[src/rtl/matrix_pkg.sv]
`default_nettype none
// ============================================================================
// Module : matrix_pkg
// Brief  : Shared scan-state encoding and default LED matrix geometry/timing.
// Rev    : 1.0  initial release
// ============================================================================
package matrix_pkg;

    localparam int c_ROWS     = 8;
    localparam int c_COLS     = 8;
    localparam int c_TICK_DIV = 200;
    localparam int c_ON_TICKS = 16;

    typedef enum logic [2:0] {
        IDLE    = 3'd0,
        FETCH   = 3'd1,
        WAIT    = 3'd2,
        SHIFT   = 3'd3,
        BLANK   = 3'd4,
        LATCH   = 3'd5,
        DISPLAY = 3'd6
    } scan_state_t;

    // Counter width that stays at least one bit for degenerate sizes
    function automatic int cw(input int n);
        return (n > 1) ? $clog2(n) : 1;
    endfunction

endpackage
`default_nettype wire

[src/rtl/matrix_scan_ctrl_if.sv]
`default_nettype none
// ============================================================================
// Module : matrix_scan_ctrl_if
// Brief  : Frame-buffer read port and column/row driver pins of the scanner.
// Rev    : 1.0  initial release
// ============================================================================
interface matrix_scan_ctrl_if
    import matrix_pkg::*;
#(
    parameter int ROWS = c_ROWS,
    parameter int COLS = c_COLS
);
    logic                    en;
    logic                    rd_en;
    logic [$clog2(ROWS)-1:0] rd_row;
    logic [COLS-1:0]         rd_data;
    logic                    ser_data;
    logic                    ser_clk;
    logic                    ser_latch;
    logic                    oe_n;
    logic [$clog2(ROWS)-1:0] row_sel;
    logic                    frame_done;

    modport master (
        input  en, rd_data,
        output rd_en, rd_row, ser_data, ser_clk, ser_latch, oe_n, row_sel, frame_done
    );

    modport slave (
        output en, rd_data,
        input  rd_en, rd_row, ser_data, ser_clk, ser_latch, oe_n, row_sel, frame_done
    );

endinterface
`default_nettype wire

[src/rtl/scan_tick_gen.sv]
`default_nettype none
// ============================================================================
// Module : scan_tick_gen
// Brief  : Display-tick prescaler; one-cycle tick every DIV clocks after clr.
// Rev    : 1.0  initial release
// ============================================================================
module scan_tick_gen #(
    parameter int DIV = 200
) (
    input  wire logic clk,
    input  wire logic rst,
    input  wire logic clr,
    output logic      tick
);
    localparam int c_CW = $clog2(DIV);

    logic [c_CW-1:0] r_cnt;
    logic            w_wrap;

    assign w_wrap = (r_cnt == c_CW'(DIV - 1));
    assign tick   = w_wrap;

    always_ff @(posedge clk or posedge rst) begin
        if (rst) begin
            r_cnt <= '0;
        end else if (clr || w_wrap) begin
            r_cnt <= '0;
        end else begin
            r_cnt <= r_cnt + c_CW'(1);
        end
    end

endmodule
`default_nettype wire

[src/rtl/matrix_scan_ctrl.sv]
`default_nettype none
// ============================================================================
// Module : matrix_scan_ctrl
// Brief  : LED matrix row-scan scheduler: fetch, shift, blank, latch, display.
// Rev    : 1.0  initial release
// ============================================================================
module matrix_scan_ctrl
    import matrix_pkg::*;
#(
    parameter int ROWS     = c_ROWS,
    parameter int COLS     = c_COLS,
    parameter int TICK_DIV = c_TICK_DIV,
    parameter int ON_TICKS = c_ON_TICKS
) (
    input  wire logic          clk,
    input  wire logic          rst,
    matrix_scan_ctrl_if.master bus
);
    localparam int c_RW = $clog2(ROWS);
    localparam int c_BW = cw(COLS);
    localparam int c_TW = $clog2(ON_TICKS + 1);

    scan_state_t     r_state;
    scan_state_t     w_next;
    logic [COLS-1:0] r_sreg;
    logic            r_phase;
    logic [c_BW-1:0] r_bit_cnt;
    logic [c_RW-1:0] r_next_row;
    logic [c_RW-1:0] r_row_sel;
    logic [c_TW-1:0] r_tick_cnt;
    logic            r_lit;
    logic            w_tick;
    logic            w_clr;
    logic            w_last_bit;
    logic            w_disp_done;
    logic [c_RW-1:0] w_row_inc;

    assign w_clr       = (r_state == LATCH);
    assign w_last_bit  = r_phase && (r_bit_cnt == c_BW'(COLS - 1));
    assign w_disp_done = w_tick && (r_tick_cnt == c_TW'(ON_TICKS - 1));
    assign w_row_inc   = (r_next_row == c_RW'(ROWS - 1)) ? '0 : r_next_row + c_RW'(1);

    scan_tick_gen #(
        .DIV (TICK_DIV)
    ) u_tick (
        .clk  (clk),
        .rst  (rst),
        .clr  (w_clr),
        .tick (w_tick)
    );

    always_ff @(posedge clk or posedge rst) begin
        if (rst) begin
            r_state <= IDLE;
        end else begin
            r_state <= w_next;
        end
    end

    always_comb begin
        w_next = r_state;
        case (r_state)
            IDLE:    if (bus.en) w_next = FETCH;
            FETCH:   w_next = WAIT;
            WAIT:    w_next = SHIFT;
            SHIFT:   if (w_last_bit) w_next = BLANK;
            BLANK:   w_next = LATCH;
            LATCH:   w_next = DISPLAY;
            DISPLAY: if (w_disp_done) w_next = bus.en ? FETCH : IDLE;
            default: w_next = IDLE;
        endcase
    end

    // r_lit marks that a row is already latched, so it may stay lit while the next one shifts
    always_ff @(posedge clk or posedge rst) begin
        if (rst) begin
            r_sreg     <= '0;
            r_phase    <= 1'b0;
            r_bit_cnt  <= '0;
            r_next_row <= '0;
            r_row_sel  <= '0;
            r_tick_cnt <= '0;
            r_lit      <= 1'b0;
        end else begin
            case (r_state)
                IDLE: begin
                    r_lit <= 1'b0;
                end
                WAIT: begin
                    r_sreg    <= bus.rd_data;
                    r_phase   <= 1'b0;
                    r_bit_cnt <= '0;
                end
                SHIFT: begin
                    r_phase <= ~r_phase;
                    if (r_phase) begin
                        r_sreg    <= r_sreg << 1;
                        r_bit_cnt <= r_bit_cnt + c_BW'(1);
                    end
                end
                LATCH: begin
                    r_row_sel  <= r_next_row;
                    r_next_row <= w_row_inc;
                    r_tick_cnt <= '0;
                    r_lit      <= 1'b1;
                end
                DISPLAY: begin
                    if (w_tick) begin
                        r_tick_cnt <= r_tick_cnt + c_TW'(1);
                    end
                    if (w_disp_done && !bus.en) begin
                        r_next_row <= '0;
                    end
                end
                default: ;
            endcase
        end
    end

    always_comb begin
        bus.rd_en      = 1'b0;
        bus.rd_row     = '0;
        bus.ser_data   = 1'b0;
        bus.ser_clk    = 1'b0;
        bus.ser_latch  = 1'b0;
        bus.frame_done = 1'b0;
        bus.oe_n       = 1'b1;
        case (r_state)
            FETCH: begin
                bus.rd_en  = 1'b1;
                bus.rd_row = r_next_row;
                bus.oe_n   = ~r_lit;
            end
            WAIT: begin
                bus.oe_n = ~r_lit;
            end
            SHIFT: begin
                bus.ser_data = r_sreg[COLS-1];
                bus.ser_clk  = r_phase;
                bus.oe_n     = ~r_lit;
            end
            LATCH: begin
                bus.ser_latch  = 1'b1;
                bus.frame_done = (r_next_row == c_RW'(ROWS - 1));
            end
            DISPLAY: begin
                bus.oe_n = 1'b0;
            end
            default: ;
        endcase
    end

    assign bus.row_sel = r_row_sel;

endmodule
`default_nettype wire

[src/flat_wrapper.sv]
// flat-port wrapper written by rule: the top's interface ports become plain ports
module matrix_scan_ctrl_flat import matrix_pkg::*;
#(
    parameter int ROWS     = c_ROWS,
    parameter int COLS     = c_COLS,
    parameter int TICK_DIV = c_TICK_DIV,
    parameter int ON_TICKS = c_ON_TICKS
)
  (clk, rst, bus_en, bus_rd_data, bus_rd_en, bus_rd_row, bus_ser_data, bus_ser_clk, bus_ser_latch, bus_oe_n, bus_row_sel, bus_frame_done);
  matrix_scan_ctrl_if #(.ROWS(ROWS), .COLS(COLS)) bus_i ();
  input  wire logic clk;
  input  wire logic rst;
  input wire logic [$bits(bus_i.en)-1:0] bus_en;
  input wire logic [$bits(bus_i.rd_data)-1:0] bus_rd_data;
  output wire logic [$bits(bus_i.rd_en)-1:0] bus_rd_en;
  output wire logic [$bits(bus_i.rd_row)-1:0] bus_rd_row;
  output wire logic [$bits(bus_i.ser_data)-1:0] bus_ser_data;
  output wire logic [$bits(bus_i.ser_clk)-1:0] bus_ser_clk;
  output wire logic [$bits(bus_i.ser_latch)-1:0] bus_ser_latch;
  output wire logic [$bits(bus_i.oe_n)-1:0] bus_oe_n;
  output wire logic [$bits(bus_i.row_sel)-1:0] bus_row_sel;
  output wire logic [$bits(bus_i.frame_done)-1:0] bus_frame_done;
  assign bus_i.en = bus_en;
  assign bus_i.rd_data = bus_rd_data;
  assign bus_rd_en = bus_i.rd_en;
  assign bus_rd_row = bus_i.rd_row;
  assign bus_ser_data = bus_i.ser_data;
  assign bus_ser_clk = bus_i.ser_clk;
  assign bus_ser_latch = bus_i.ser_latch;
  assign bus_oe_n = bus_i.oe_n;
  assign bus_row_sel = bus_i.row_sel;
  assign bus_frame_done = bus_i.frame_done;
  matrix_scan_ctrl #(.ROWS(ROWS), .COLS(COLS), .TICK_DIV(TICK_DIV), .ON_TICKS(ON_TICKS)) u_core (.clk(clk), .rst(rst), .bus(bus_i));
endmodule
[config.mk]
export PLATFORM = sky130hd
export DESIGN_NAME = matrix_scan_ctrl_flat
export DESIGN_NICKNAME = d
export VERILOG_FILES = /design/src/rtl/matrix_pkg.sv /design/src/rtl/matrix_scan_ctrl_if.sv /design/src/rtl/scan_tick_gen.sv /design/src/rtl/matrix_scan_ctrl.sv /design/src/flat_wrapper.sv
export SDC_FILE = /design/constraint.sdc
export NUM_CORES = 1
export LEC_CHECK = 0
export CORE_ASPECT_RATIO = 1.75
export CORE_UTILIZATION = 50
export CTS_CLUSTER_SIZE = 16
export DETAILED_ROUTE_END_ITERATION = 8
export HOLD_SLACK_MARGIN = 0.12
export PLACE_DENSITY = 0.77
export SYNTH_ARGS = -nofsm -noshare
export SYNTH_HDL_FRONTEND = slang
export SYNTH_HIERARCHICAL = 1
export SYNTH_SLANG_ARGS = --single-unit
[constraint.sdc]
create_clock -name clk -period 5.7 [get_ports clk]
set_input_delay 1.425 -clock clk [delete_from_list [all_inputs] [get_ports clk]]
set_output_delay 1.425 -clock clk [all_outputs]
set_load 0.01 [all_outputs]
==> flow_summary.ini, run 1 <==
[outcome]
status = completed

[job]
reported_max_cap_violation_count = 0

[synth]
synth_cell_types = 38
synth_enable_flop_cells = 0
synthCells = 175
syn-mean-instance-area_um2 = 10.42
async_reset_ff_share_pct = 100.0
synth-main-ff-cell = sky130_fd_sc_hd__dfrtp_1
ys_ff_latch = 35
yosys_warnings = 6
synth.cell_area_mm2 = 0.001824
synth.yosys.seq_area_share_pct = 48.01
synth_nets = 194

[timing]
setup_repair_after_global_routing_missed_its_margin = false
fmax_ghz = 0.2784
setup_total_negative_slack_ns = 0
tightest_slew_margin_relative_to_the_limit_pct = 32.03
fin_skew_ns = 0.01043
setup_violations = 0
max_slew.worst_pin.slew_ns = 1.018
period_minus_slack_ns = 3.592
final_max_slew_viol_count = 0
hold_violations = 0
final_min_period_over_clock_period_pct = 63.02
worst_slack_ns = 2.108

[global_route]
grt_antenna_before_repair = 0
via_count_of_the_first_global_routing_pass = 1348
track_usage_pct = 21.93
grt_max_degree = 28
grt_overflow = 0
grt_pass1_wl_um = 6051

[placed_design]
final_estimated_routing_congestion_in_global_placement = 0.7912
preCtsSetupSlack_ns = 2.428
dp_hpwl_um = 2701
io_buffer_count = 22

[drt]
detailedRoute.firstIterationViolations = 37
totalWireLength_um = 3633
antenna_violating_nets_post_route = 0
vias = 1361
drt_first_pass_iters = 4
drc = 0
routed_via_density = 5.555
wl_per_cell_um = 14.83

[power]
p_per_area_mw_per_mm2 = 480.5
power_leakage_nw = 1.028
irDropWorstVdd_mv = 0.3357

[clock_network]
clock_latency_ns = 0.29
cts-buffers-inserted = 5
cts_repair_resize_count = 0
worst_setup_hold_path_clk_slew_ns = 0.07
cts_setup_buffers = 0
clockRootBuffer = sky130_fd_sc_hd__clkbuf_8
ctsHtreeMaxLevel = 2
holdBufCountCts = 0
cts_tree = built
cts.path.max_buffers = 2
cts_num_sinks = 35

[worst_setup_path]
timing.critical_path.required_ns = 4.28
critPathLaunchType = register
timing.critical_path.to_type = primary output
critical_path_arrival_ns = 2.17
cp_max_fo = 15
criticalPathCategory = reg2out

[layout]
antenna-diode-count = 0
design.final.nets = 218
syn_to_final_growth_pct = 17.90
drive_gt1_share_pct = 10.50

[floorplanning]
placementRows = 28
floorplan.core_area_mm2 = 0.003433
die_width_um = 47.66
floorplan.die.height_um = 81.91
fp.dieArea_mm2 = 0.003904
io_pins = 23
initial_utilization_pct = 53.13

[min_path]
hold_path.class = reg2reg
-- final cells by class --
type / count / area [um^2]
clock inverters: 2 / 12.51
repair buffers: 23 / 227.7
fillers: 301 / 1282
clock buffers: 6 / 72.57
flip-flops and latches: 35 / 875.8
well taps: 45 / 56.30
inverters: 10 / 37.54
multi-input cells: 124 / 868.3
-- layout by cell type, fill, tap and decap left out, types with 5 or more instances in the layout --
cell type,instances
sky130_fd_sc_hd__inv_1,9
sky130_fd_sc_hd__mux2_2,5
sky130_fd_sc_hd__nand2_1,22
sky130_fd_sc_hd__nand3_1,8
sky130_fd_sc_hd__o21ai_0,18
sky130_fd_sc_hd__a21oi_1,5
sky130_fd_sc_hd__ha_1,8
sky130_fd_sc_hd__clkdlybuf4s50_1,22
sky130_fd_sc_hd__nor2_1,6
sky130_fd_sc_hd__mux2i_1,9
sky130_fd_sc_hd__dfrtp_1,35
sky130_fd_sc_hd__clkbuf_8,5
-- state kept, by name, indices dropped and copies added (netlist names) --
name / cells
u_core/r_tick_cnt: 5
u_core/u_tick/r_cnt: 8
u_core/r_next_row: 3
u_core/r_bit_cnt: 3
u_core/r_state: 3
u_core/r_phase: 1
u_core/r_lit: 1
u_core/r_sreg: 8
u_core/bus.row_sel: 3
-- stage by stage --
stage	hold WS (ns)	power [mW]	area, um^2	utilization, %	cells
finish	0.4815	1.034	2151	62.65	245
global route	0.4983	1.118	2151	62.65	245
CTS	0.4837	1.041	2151	62.65	245
detailed placement	0.4668	0.8638	2066	60.17	237
global placement	0.4637	0.8284	2066	60.17	237
floorplan	0.4418	0.7410	1824	-	175
-- power by group --
group | internal [mW] | switching, mW
Sequential | 0.342 | 0.115
Combinational | 0.197 | 0.206
Clock | 0.0853 | 0.0886
-- worst max-delay path, cell delays in order, from the launching register on --
cell and delay (ns):
sky130_fd_sc_hd__dfrtp_1 0.63, sky130_fd_sc_hd__inv_1 0.20, sky130_fd_sc_hd__nor3_1 0.33, sky130_fd_sc_hd__and2_1 0.18, sky130_fd_sc_hd__clkdlybuf4s50_1 0.53
-- cell usage after synthesis (2+ instances only) --
cell type,n,area [um^2]
sky130_fd_sc_hd__nor2b_1,2,12.51
sky130_fd_sc_hd__nand2_4,2,22.52
sky130_fd_sc_hd__mux2_2,5,56.30
sky130_fd_sc_hd__dfrtp_1,35,875.8
sky130_fd_sc_hd__a21o_1,2,15.01
sky130_fd_sc_hd__a31oi_1,2,12.51
sky130_fd_sc_hd__buf_6,2,22.52
sky130_fd_sc_hd__nand2_1,22,82.58
sky130_fd_sc_hd__and3_1,3,18.77
sky130_fd_sc_hd__and2_1,4,25.02
sky130_fd_sc_hd__ha_1,8,100.1
sky130_fd_sc_hd__a21oi_1,5,25.02
sky130_fd_sc_hd__buf_2,4,20.02
sky130_fd_sc_hd__o41ai_4,2,55.05
sky130_fd_sc_hd__nand3_1,8,40.04
sky130_fd_sc_hd__inv_1,9,33.78
sky130_fd_sc_hd__nor3_1,3,15.01
sky130_fd_sc_hd__or3_1,4,25.02
sky130_fd_sc_hd__nor2_1,6,22.52
sky130_fd_sc_hd__xor2_1,2,17.52
sky130_fd_sc_hd__a22o_1,3,26.28
sky130_fd_sc_hd__mux2i_1,9,90.09
sky130_fd_sc_hd__o21ai_0,18,90.09
-- per-layer routing --
layer  up-vias  track usage [%]  wire length (um)
met4         0            10.00                65
li1        665                -                 -
met5         -                0                 0
met3         5            5.055               104
met2        27            37.26              1994
met1       664            24.93              1469
-- final timing paths --
path	from	end	slack, ns	cells after the start
worst max-delay path	u_core/r_state[0]	bus_rd_row[0]	2.11	4
worst min-delay path	u_core/r_sreg[7]	u_core/r_sreg[7]	0.48	2
worst max register to register	u_core/u_tick/r_cnt[0]	u_core/r_next_row[0]	3.50	7
worst min register to register	u_core/r_sreg[7]	u_core/r_sreg[7]	0.48	2
max in group asynchronous	rst	u_core/r_tick_cnt[0]	3.35	2
min in group asynchronous	rst	u_core/u_tick/r_cnt[5]	1.42	2
-- cell families (layout without fill, tap and decap cells) --
kind of cell    Yosys count  in the layout  share of synthesized area [%]
compound gates           38             38                          15.02
xor+xnor                  3              3                          1.441
fa+ha+maj                 8              8                          5.487
buf+inv                  16             41                          4.389
flops                    35             35                          48.01
mux                      14             14                          8.025
simple gates             61             61                          17.63
Power figures use the tool's default switching activity.
==> run 2: changes to the inputs <==
clock period = 3.45 ns   (was 5.7 ns; I/O delays follow)
==> run 2 against run 1 <==
  * Power increased by 64%
  * Sequential share of layout area decreased by 0.071 points
  * Via count increased by 0.96%
  * Clock power increased by 60%
  * Sequential power increased by 64%
  * Utilization increased by 0.11 points
  * First-iteration DRC count decreased by 16%
  * Die area unchanged
  * Setup slack got worse by 1.7 ns
  * Hold slack improved by 0.0013 ns
  * Global-route usage decreased by 0.058 points
  * Register-to-register slack got worse by 2.3 ns
  * Critical path type unchanged
  * Critical endpoint is now bus_rd_row[1]
==> flow_summary.ini, run 2 (synthesis results as in run 1) <==
[outcome]
status = completed

[drt]
routed_via_density = 5.585
detailedRoute.firstIterationViolations = 31
drc = 0
vias = 1374
totalWireLength_um = 3527
antenna_violating_nets_post_route = 0
drt_first_pass_iters = 4
wl_per_cell_um = 14.34

[floorplanning]
io_pins = 23
floorplan.die.height_um = 81.91
placementRows = 28
die_width_um = 47.66
initial_utilization_pct = 53.13
floorplan.core_area_mm2 = 0.003433
fp.dieArea_mm2 = 0.003904

[clock_network]
cts_repair_resize_count = 0
clock_latency_ns = 0.28
ctsHtreeMaxLevel = 2
cts_num_sinks = 35
worst_setup_hold_path_clk_slew_ns = 0.06
cts-buffers-inserted = 5
cts.path.max_buffers = 2
cts_tree = built
holdBufCountCts = 0
cts_setup_buffers = 0
clockRootBuffer = sky130_fd_sc_hd__clkbuf_8

[global_route]
groute.layer.met3.usage_pct = 4.835
grt_antenna_before_repair = 0
via_count_of_the_first_global_routing_pass = 1389
grt_pass1_wl_um = 5975
track_usage_pct = 21.88
grt_max_degree = 28
top_usage_layer_grt = met2
grt_util_met1_pct = 23.18
grt_overflow = 0
met2_layer_usage_reported_by_global_route_pct = 38.36

[worst_setup_path]
ff2ff_setup_slack_ns = 1.21
beginning_of_the_worst_register_to_register_path = u_core/u_tick/r_cnt[0]
cp_max_fo = 15
timing.critical_path.to_type = primary output
crit_buf_inv = 2
critPathLaunchType = register
crit-reg2reg-capture = u_core/r_next_row[1]
worst-r2r-cell-count = 7
critical_path_arrival_ns = 2.16
timing.critical_path.required_ns = 2.59
timing.critical_path.cells = inv_1 -> nor3_1 -> and2_1 -> clkdlybuf4s50_1
critical-path-max-stage-delay_ns = 0.63
worst_path_dominant_cell_family = buffers and inverters
worst_path_slowest_cell = sky130_fd_sc_hd__dfrtp_1
criticalPathCategory = reg2out

[layout]
syn_to_final_growth_pct = 18.11
postLayoutCoreUtil_pct = 62.76
antenna-diode-count = 0
layout_common_cells = 35 x sky130_fd_sc_hd__dfrtp_1, 22 x sky130_fd_sc_hd__clkdlybuf4s50_1, 22 x sky130_fd_sc_hd__nand2_1, 18 x sky130_fd_sc_hd__o21ai_0
largestRegisters = u_core/r_sreg x8, u_core/u_tick/r_cnt x8, u_core/r_tick_cnt x5
drive_gt1_share_pct = 10.45
design.final.nets = 219
mostFrequentLayoutCell = sky130_fd_sc_hd__dfrtp_1
finalInstanceArea_mm2 = 0.002155

[job]
reported_max_cap_violation_count = 0

[min_path]
whs_path_depth = 2
worst_hold_path.endpoint = u_core/r_sreg[6]
hold_path.class = reg2reg
worst_hold_startpoint = u_core/r_sreg[6]

[power]
p_per_area_mw_per_mm2 = 787.6
irDropWorstVdd_mv = 0.4745
power_leakage_nw = 1.034

[timing]
fmax_ghz = 0.3307
worst_hold_slack_ns = 0.4828
tightest_slew_margin_relative_to_the_limit_pct = 60.88
fin_skew_ns = 0.003531
setup_repair_after_global_routing_missed_its_margin = false
setup_total_negative_slack_ns = 0
max_slew.worst_pin.slew_ns = 0.5868
period_minus_slack_ns = 3.024
hold_violations = 0
final_min_period_over_clock_period_pct = 87.65
setup_violations = 0
final_max_slew_viol_count = 0

[placed_design]
dpl-instance-area_mm2 = 0.002073
io_buffer_count = 22
final_estimated_routing_congestion_in_global_placement = 0.7961
dp_hpwl_um = 2700
==> run 2: worst max path at each step <==
stage	startpoint	endpoint	slack (ns)	depth (start not counted)
2_1_floorplan	u_core/u_tick/r_cnt[0]	u_core/r_next_row[0]	0.92	6
3_3_place_gp	u_core/r_state[0]	bus_frame_done	0.80	5
3_5_place_dp	u_core/r_state[0]	bus_rd_row[1]	0.75	4
4_1_cts	u_core/r_state[0]	bus_rd_row[1]	0.42	4
5_1_grt	u_core/r_state[0]	bus_rd_row[1]	0.29	4
6_report	u_core/r_state[0]	bus_rd_row[1]	0.43	4
==> run 2: layout make-up <==
type	count	area, um^2
Inverter	10	37.54
Multi-Input combinational cell	124	868.3
Fill cell	295	1279
Clock buffer	7	76.32
Sequential cell	35	875.8
Tap cell	45	56.30
Timing Repair Buffer	24	235.2
Clock inverter	1	5.005
==> run 2: metal layers <==
layer	vias to the layer above	wire length, um
met2	35	1929
met4	0	102
li1	668	-
met1	661	1373
met5	-	0
met3	10	121
==> run 2: worst min-delay path, stage by stage, from the launching register on <==
cell	delay, ns
sky130_fd_sc_hd__dfrtp_1	0.34
sky130_fd_sc_hd__nand2_1	0.04
sky130_fd_sc_hd__o21ai_0	0.07
==> run 2: metrics by stage <==
stage	setup slack, ns	total power, mW	instances
6_report	0.4261	1.697	246
5_1_grt	0.2895	1.839	246
4_1_cts	0.4185	1.715	246
3_5_place_dp	0.7525	1.430	238
3_3_place_gp	0.7975	1.369	238
2_1_floorplan	0.9248	1.224	175
==> run 2: power breakdown <==
part | total (mW) | switching (mW) | internal [mW]
logic | 0.668 | 0.340 | 0.328
clock network | 0.278 | 0.137 | 0.141
registers | 0.751 | 0.185 | 0.565
total | 1.70 | 0.662 | 1.03
